### src/rtl/control_sequencer.sv
// Hardwired Moore control unit for the datapath: T0-T2 instruction fetch, opcode decode,
// then per-class micro-steps (two-operand ALU, NEG/NOT, MUL/DIV, NOP, HALT).
module control_sequencer #(
   parameter int unsigned OPW = 5,
   parameter int unsigned RFW = 4
) (
   input  logic            Clock,
   input  logic            Clear,
   input  logic            Run,
   input  logic            Mem_ready,
   input  logic [31:0]     IR,
   output logic            PCout,
   output logic            Zhighout,
   output logic            Zlowout,
   output logic            MDRout,
   output logic            MARin,
   output logic            Zin,
   output logic            PCin,
   output logic            MDRin,
   output logic            IRin,
   output logic            Yin,
   output logic            HIin,
   output logic            LOin,
   output logic            IncPC,
   output logic            Read,
   output logic            Gra,
   output logic            Grb,
   output logic            Grc,
   output logic            Rin,
   output logic            Rout,
   output logic [11:0]     ALU_op,
   output logic            Done,
   output logic            Halted
);

   localparam int unsigned IR_W     = 32;
   localparam int unsigned FIELDS_W = 3 * RFW;

   localparam logic [OPW-1:0] OP_ADD  = OPW'(5'b00011);
   localparam logic [OPW-1:0] OP_SUB  = OPW'(5'b00100);
   localparam logic [OPW-1:0] OP_AND  = OPW'(5'b00101);
   localparam logic [OPW-1:0] OP_OR   = OPW'(5'b00110);
   localparam logic [OPW-1:0] OP_SHR  = OPW'(5'b00111);
   localparam logic [OPW-1:0] OP_SHL  = OPW'(5'b01000);
   localparam logic [OPW-1:0] OP_ROR  = OPW'(5'b01001);
   localparam logic [OPW-1:0] OP_ROL  = OPW'(5'b01010);
   localparam logic [OPW-1:0] OP_MUL  = OPW'(5'b01111);
   localparam logic [OPW-1:0] OP_DIV  = OPW'(5'b10000);
   localparam logic [OPW-1:0] OP_NEG  = OPW'(5'b10001);
   localparam logic [OPW-1:0] OP_NOT  = OPW'(5'b10010);
   localparam logic [OPW-1:0] OP_HALT = OPW'(5'b11011);

   typedef enum logic [3:0] {
      S_IDLE, S_T0, S_T1, S_T2, S_T3, S_T4, S_T5, S_T6, S_HALT
   } state_t;

   typedef enum logic [2:0] {
      C_ALU, C_UNARY, C_MULDIV, C_NOP, C_HALT
   } op_class_t;

   state_t           state_q, state_d;
   logic [OPW-1:0]   opcode_q;
   op_class_t        op_class;
   logic [11:0]      alu_onehot;
   logic             unused_ir;

   // Register fields are consumed by the datapath, not here.
   assign unused_ir = ^{IR[IR_W-1-OPW -: FIELDS_W], IR[IR_W-1-OPW-FIELDS_W:0]};

   always_ff @(posedge Clock) begin
      if (!Clear) begin
         state_q <= S_IDLE;
      end else begin
         state_q <= state_d;
      end
   end

   // Opcode is captured as IR is being loaded, so it is stable from T3 onward.
   always_ff @(posedge Clock) begin
      if (!Clear) begin
         opcode_q <= '0;
      end else if (state_q == S_T2) begin
         opcode_q <= IR[IR_W-1 -: OPW];
      end
   end

   // Opcode class and one-hot ALU function; unknown opcodes behave as NOP.
   always_comb begin
      op_class   = C_NOP;
      alu_onehot = '0;
      case (opcode_q)
         OP_ADD:  begin op_class = C_ALU;    alu_onehot[0]  = 1'b1; end
         OP_SUB:  begin op_class = C_ALU;    alu_onehot[1]  = 1'b1; end
         OP_AND:  begin op_class = C_ALU;    alu_onehot[2]  = 1'b1; end
         OP_OR:   begin op_class = C_ALU;    alu_onehot[3]  = 1'b1; end
         OP_SHR:  begin op_class = C_ALU;    alu_onehot[4]  = 1'b1; end
         OP_SHL:  begin op_class = C_ALU;    alu_onehot[5]  = 1'b1; end
         OP_ROR:  begin op_class = C_ALU;    alu_onehot[6]  = 1'b1; end
         OP_ROL:  begin op_class = C_ALU;    alu_onehot[7]  = 1'b1; end
         OP_MUL:  begin op_class = C_MULDIV; alu_onehot[8]  = 1'b1; end
         OP_DIV:  begin op_class = C_MULDIV; alu_onehot[9]  = 1'b1; end
         OP_NEG:  begin op_class = C_UNARY;  alu_onehot[10] = 1'b1; end
         OP_NOT:  begin op_class = C_UNARY;  alu_onehot[11] = 1'b1; end
         OP_HALT: begin op_class = C_HALT; end
         default: begin op_class = C_NOP; end
      endcase
   end

   // Next state and Moore outputs.
   always_comb begin
      state_d  = state_q;
      PCout    = 1'b0;
      Zhighout = 1'b0;
      Zlowout  = 1'b0;
      MDRout   = 1'b0;
      MARin    = 1'b0;
      Zin      = 1'b0;
      PCin     = 1'b0;
      MDRin    = 1'b0;
      IRin     = 1'b0;
      Yin      = 1'b0;
      HIin     = 1'b0;
      LOin     = 1'b0;
      IncPC    = 1'b0;
      Read     = 1'b0;
      Gra      = 1'b0;
      Grb      = 1'b0;
      Grc      = 1'b0;
      Rin      = 1'b0;
      Rout     = 1'b0;
      ALU_op   = '0;
      Done     = 1'b0;
      Halted   = 1'b0;
      case (state_q)
         S_IDLE: begin
            if (Run) state_d = S_T0;
         end
         S_T0: begin
            PCout = 1'b1; MARin = 1'b1; IncPC = 1'b1; Zin = 1'b1;
            state_d = S_T1;
         end
         S_T1: begin
            Zlowout = 1'b1; PCin = 1'b1; Read = 1'b1; MDRin = 1'b1;
            if (Mem_ready) state_d = S_T2;
         end
         S_T2: begin
            MDRout = 1'b1; IRin = 1'b1;
            state_d = S_T3;
         end
         S_T3: begin
            case (op_class)
               C_ALU: begin
                  Grb = 1'b1; Rout = 1'b1; Yin = 1'b1;
                  state_d = S_T4;
               end
               C_UNARY: begin
                  Grb = 1'b1; Rout = 1'b1; ALU_op = alu_onehot; Zin = 1'b1;
                  state_d = S_T4;
               end
               C_MULDIV: begin
                  Gra = 1'b1; Rout = 1'b1; Yin = 1'b1;
                  state_d = S_T4;
               end
               C_HALT: begin
                  state_d = S_HALT;
               end
               default: begin
                  Done    = 1'b1;
                  state_d = Run ? S_T0 : S_IDLE;
               end
            endcase
         end
         S_T4: begin
            case (op_class)
               C_ALU: begin
                  Grc = 1'b1; Rout = 1'b1; ALU_op = alu_onehot; Zin = 1'b1;
                  state_d = S_T5;
               end
               C_UNARY: begin
                  Zlowout = 1'b1; Gra = 1'b1; Rin = 1'b1; Done = 1'b1;
                  state_d = Run ? S_T0 : S_IDLE;
               end
               C_MULDIV: begin
                  Grb = 1'b1; Rout = 1'b1; ALU_op = alu_onehot; Zin = 1'b1;
                  state_d = S_T5;
               end
               default: state_d = S_IDLE;
            endcase
         end
         S_T5: begin
            case (op_class)
               C_ALU: begin
                  Zlowout = 1'b1; Gra = 1'b1; Rin = 1'b1; Done = 1'b1;
                  state_d = Run ? S_T0 : S_IDLE;
               end
               C_MULDIV: begin
                  Zlowout = 1'b1; LOin = 1'b1;
                  state_d = S_T6;
               end
               default: state_d = S_IDLE;
            endcase
         end
         S_T6: begin
            Zhighout = 1'b1; HIin = 1'b1; Done = 1'b1;
            state_d = Run ? S_T0 : S_IDLE;
         end
         S_HALT: begin
            Halted = 1'b1;
         end
         default: state_d = S_IDLE;
      endcase
   end

endmodule

### config.mk
export PLATFORM = sky130hd
export DESIGN_NAME = control_sequencer
export DESIGN_NICKNAME = d
export VERILOG_FILES = /design/src/rtl/control_sequencer.sv
export SDC_FILE = /design/constraint.sdc
export NUM_CORES = 1
export LEC_CHECK = 0
export CAP_MARGIN = 20
export CORE_AREA = 2 2 56 58
export DETAILED_ROUTE_END_ITERATION = 16
export DIE_AREA = 0 0 58 60
export GPL_TIMING_DRIVEN = 0
export PLACE_DENSITY = 0.78
export SYNTH_ARGS = -nofsm -noshare
export SYNTH_HDL_FRONTEND = slang
export SYNTH_SLANG_ARGS = --single-unit
### constraint.sdc
create_clock -name Clock -period 3.06 [get_ports Clock]
set_clock_uncertainty 0.1 [all_clocks]
set_input_delay 0.918 -clock Clock [delete_from_list [all_inputs] [get_ports Clock]]
set_output_delay 0.918 -clock Clock [all_outputs]
set_load 0.01 [all_outputs]
==> results.toml <==
[run_status]
status = "complete, no violations"

[worst_setup_path]
critPathKind = "reg2out"
cp_top_family = "buffers and inverters"
cp-start-kind = "register"
reg2reg_to = "state_q[0]"
r2r_start = "opcode_q[2]"
crit_chain = "clkbuf_2 > nor2b_2 > a32oi_2 > nor4_4 > clkdlybuf4s50_1"
critPathBufInv = 2
slowest_delay_ps = 590
worstPathMaxFanout = 10
rrSetupSlack_ps = 1150
cp.required_ps = 2040
slowest_stage = "clkdlybuf4s50_1"
r2r_cells = 8
cp.arrival_ps = 2040
endpoint_kind = "primary output"

[placed_design]
dp_slack_ps = -287
dp_hpwl_um = 2090
gp_congestion = 0.872
place_inst = 199
portBuffers = 41
dpl_cell_area_um2 = 1400

[power_and_ir_drop]
powerDensity_nw_per_um2 = 266
max-vdd-ir-drop_v = 0.000227
p_leak_nw = 0.607
power.total_mw = 0.417

[sta]
setup_ws_ps = 5.63
finalWorstPathRequiredPeriod_ps = 3050
post-route-period-util_pct = 99.8
worst_hold_slack_ps = 494
worstMarginPinSlew_ps = 392
finalSetupViolations = 0
slew_headroom_pct = 73.2
final-hold-violation-count = 0
fin_setup_tns_ps = 0
grt_setup_unrepaired = "yes"
max_freq_mhz = 327
finalMaxSlewViolations = 0

[layout]
fin_cells = 209
antenna_cells = 0
final_nets = 213
drive_gt1_share_pct = 42.6
fill_cells = 288
final_common_cell = "clkdlybuf4s50_1"
final_cell_area_um2 = 1570
final_core_util_pct = 54.1
syn_to_final_growth_pct = 65.9
layout_common_cells = "clkdlybuf4s50_1, buf_4, buf_2"

[route]
wl_met2_um = 1580
totalWireLength_um = 3020
drtAntennaViolNets = 0
post_drt_wl_per_cell_um = 14.4
first_iter_violations = 25
firstDrtPassIters = 4
vias_per_cell = 5.49
drc_errors = 0
vias = 1148
wl_met1_um = 1170
highest_layer = "met4"
dr_wl_met3_um = 226

[yosys]
async_reset_ff_share_pct = 0
synth_mux_area_share_pct = 5.29
yosysUniqueCellTypes = 44
synth-seq-cells = 9
synth-adder-area-share_pct = 0
synth_xor_area_share_pct = 2.78
synthFlopType = "dfxtp_1"
synth_compound_area_share_pct = 20.9
yosysWarningCount = 0
synth_edf_count = 0
avgSynthCellArea_um2 = 7.57
syn_area_um2 = 946
synth_top_family_by_area = "simple AND/OR/NAND/NOR gates"
ys_seq_area_share_pct = 19.0
syn_inst = 125
synth_fp_nets = 161
synthSimpleGateAreaFrac_pct = 41.0

[floorplan]
initial_core_util_pct = 32.6
die_x_um = 58
io_pins = 69
die_height_um = 60
core_area_um2 = 2900
die-area_um2 = 3480
rows = 20

[global_routing]
antenna_found_initial = 1
grt_pass1_vias = 996
grt_max_degree = 11
grt_pass1_wl_um = 4550
overflow = 0
grt_usage_pct = 16.6

[hold_path]
worstHoldPathType = "reg2reg"
min-delay-start = "opcode_q[2]"
hold_end = "opcode_q[2]"
worstHoldPathCells = 2

[cts]
cts_tree = "done"
postCtsHoldBufs = 0
path_clk_slew_ps = 60
cts_sinks = 9
cts_root_buffer = "clkbuf_4"
htreeDepth = 1
clk_latency_ps = 250
cts_buffers = 3
cts_max_path_buffers = 2

[run]
drv_cap = 0
## cell families (layout without fill, tap and decap cells)
family          Yosys count  after routing
simple gates             63             63
compound gates           27             27
buf+inv                  18             69
flops                     9              9
mux                       5              5
xor+xnor                  3              3
## tightest hold or removal path: cells and delay by family (launching register included)
kind,cells,cell delay [ps]
flip-flops,1,370
multiplexers,1,130
AND/OR/NAND/NOR,1,60
## final cells by class
type | count | area (um^2) | share of cell area, %
Buffer | 12 | 87.6 | 5.58
Clock buffer | 4 | 26.3 | 1.67
Inverter | 1 | 3.75 | 0.239
Multi-Input combinational cell | 98 | 785 | 50.0
Sequential cell | 9 | 196 | 12.5
Tap cell | 33 | 41.3 | 2.63
Timing Repair Buffer | 52 | 429 | 27.4
## flip-flops by register name (all words and copies together), names as in the netlist
signal and count:
opcode_q 5, state_q 4
## per-layer routing
layer  GRT usage (%)  up-vias
li1                -      560
met1            22.1      538
met2            27.9       46
met3            1.08        4
met4            6.98        0
met5               0        -
## power by group
part | leakage, nW | total, mW | internal, mW | switching, mW
clock network | 0.0150 | 0.0874 | 0.0500 | 0.0374
logic | 0.515 | 0.191 | 0.0979 | 0.0929
registers | 0.0766 | 0.139 | 0.124 | 0.0150
## how the worst max path moves through the flow
| stage | slack, ps | cells after the start | to | start |
|---|---|---|---|---|
| after CTS | -20 | 5 | LOin | opcode_q[4] |
| final | 6 | 5 | LOin | opcode_q[4] |
| after global placement | -270 | 8 | ALU_op[4] | opcode_q[1] |
| after floorplan | 300 | 6 | ALU_op[1] | opcode_q[2] |
| after global routing | -110 | 5 | LOin | opcode_q[4] |
| after detailed placement | -290 | 7 | ALU_op[2] | opcode_q[2] |
## cells in the mapped netlist, types with 2 or more instances
master    count  share of area (%)
mux2i_1       5                5.3
buf_4         7                5.6
nor3_1        4                2.1
o21ai_0       2                1.1
nand2_1       9                3.6
nor2b_1       8                5.3
clkbuf_1      7                2.8
a211o_1       4                3.7
xor2_1        2                1.9
o31ai_1       2                1.6
a211oi_1      2                1.6
buf_2         2                1.1
nor2_1        9                3.6
nor4_1        4                2.6
dfxtp_1       9                 19
a21oi_1       6                3.2
nor3_2        7                7.4
nand2b_1     10                6.6
## repair_timing
item	4_1_cts	5_1_grt
pin swaps	11	3
setup endpoints to repair	27	26
gates resized for setup	82	25
hold endpoints to repair	0	0
buffers inserted	6	4
cloned	1	0
Power figures use the tool's default switching activity.
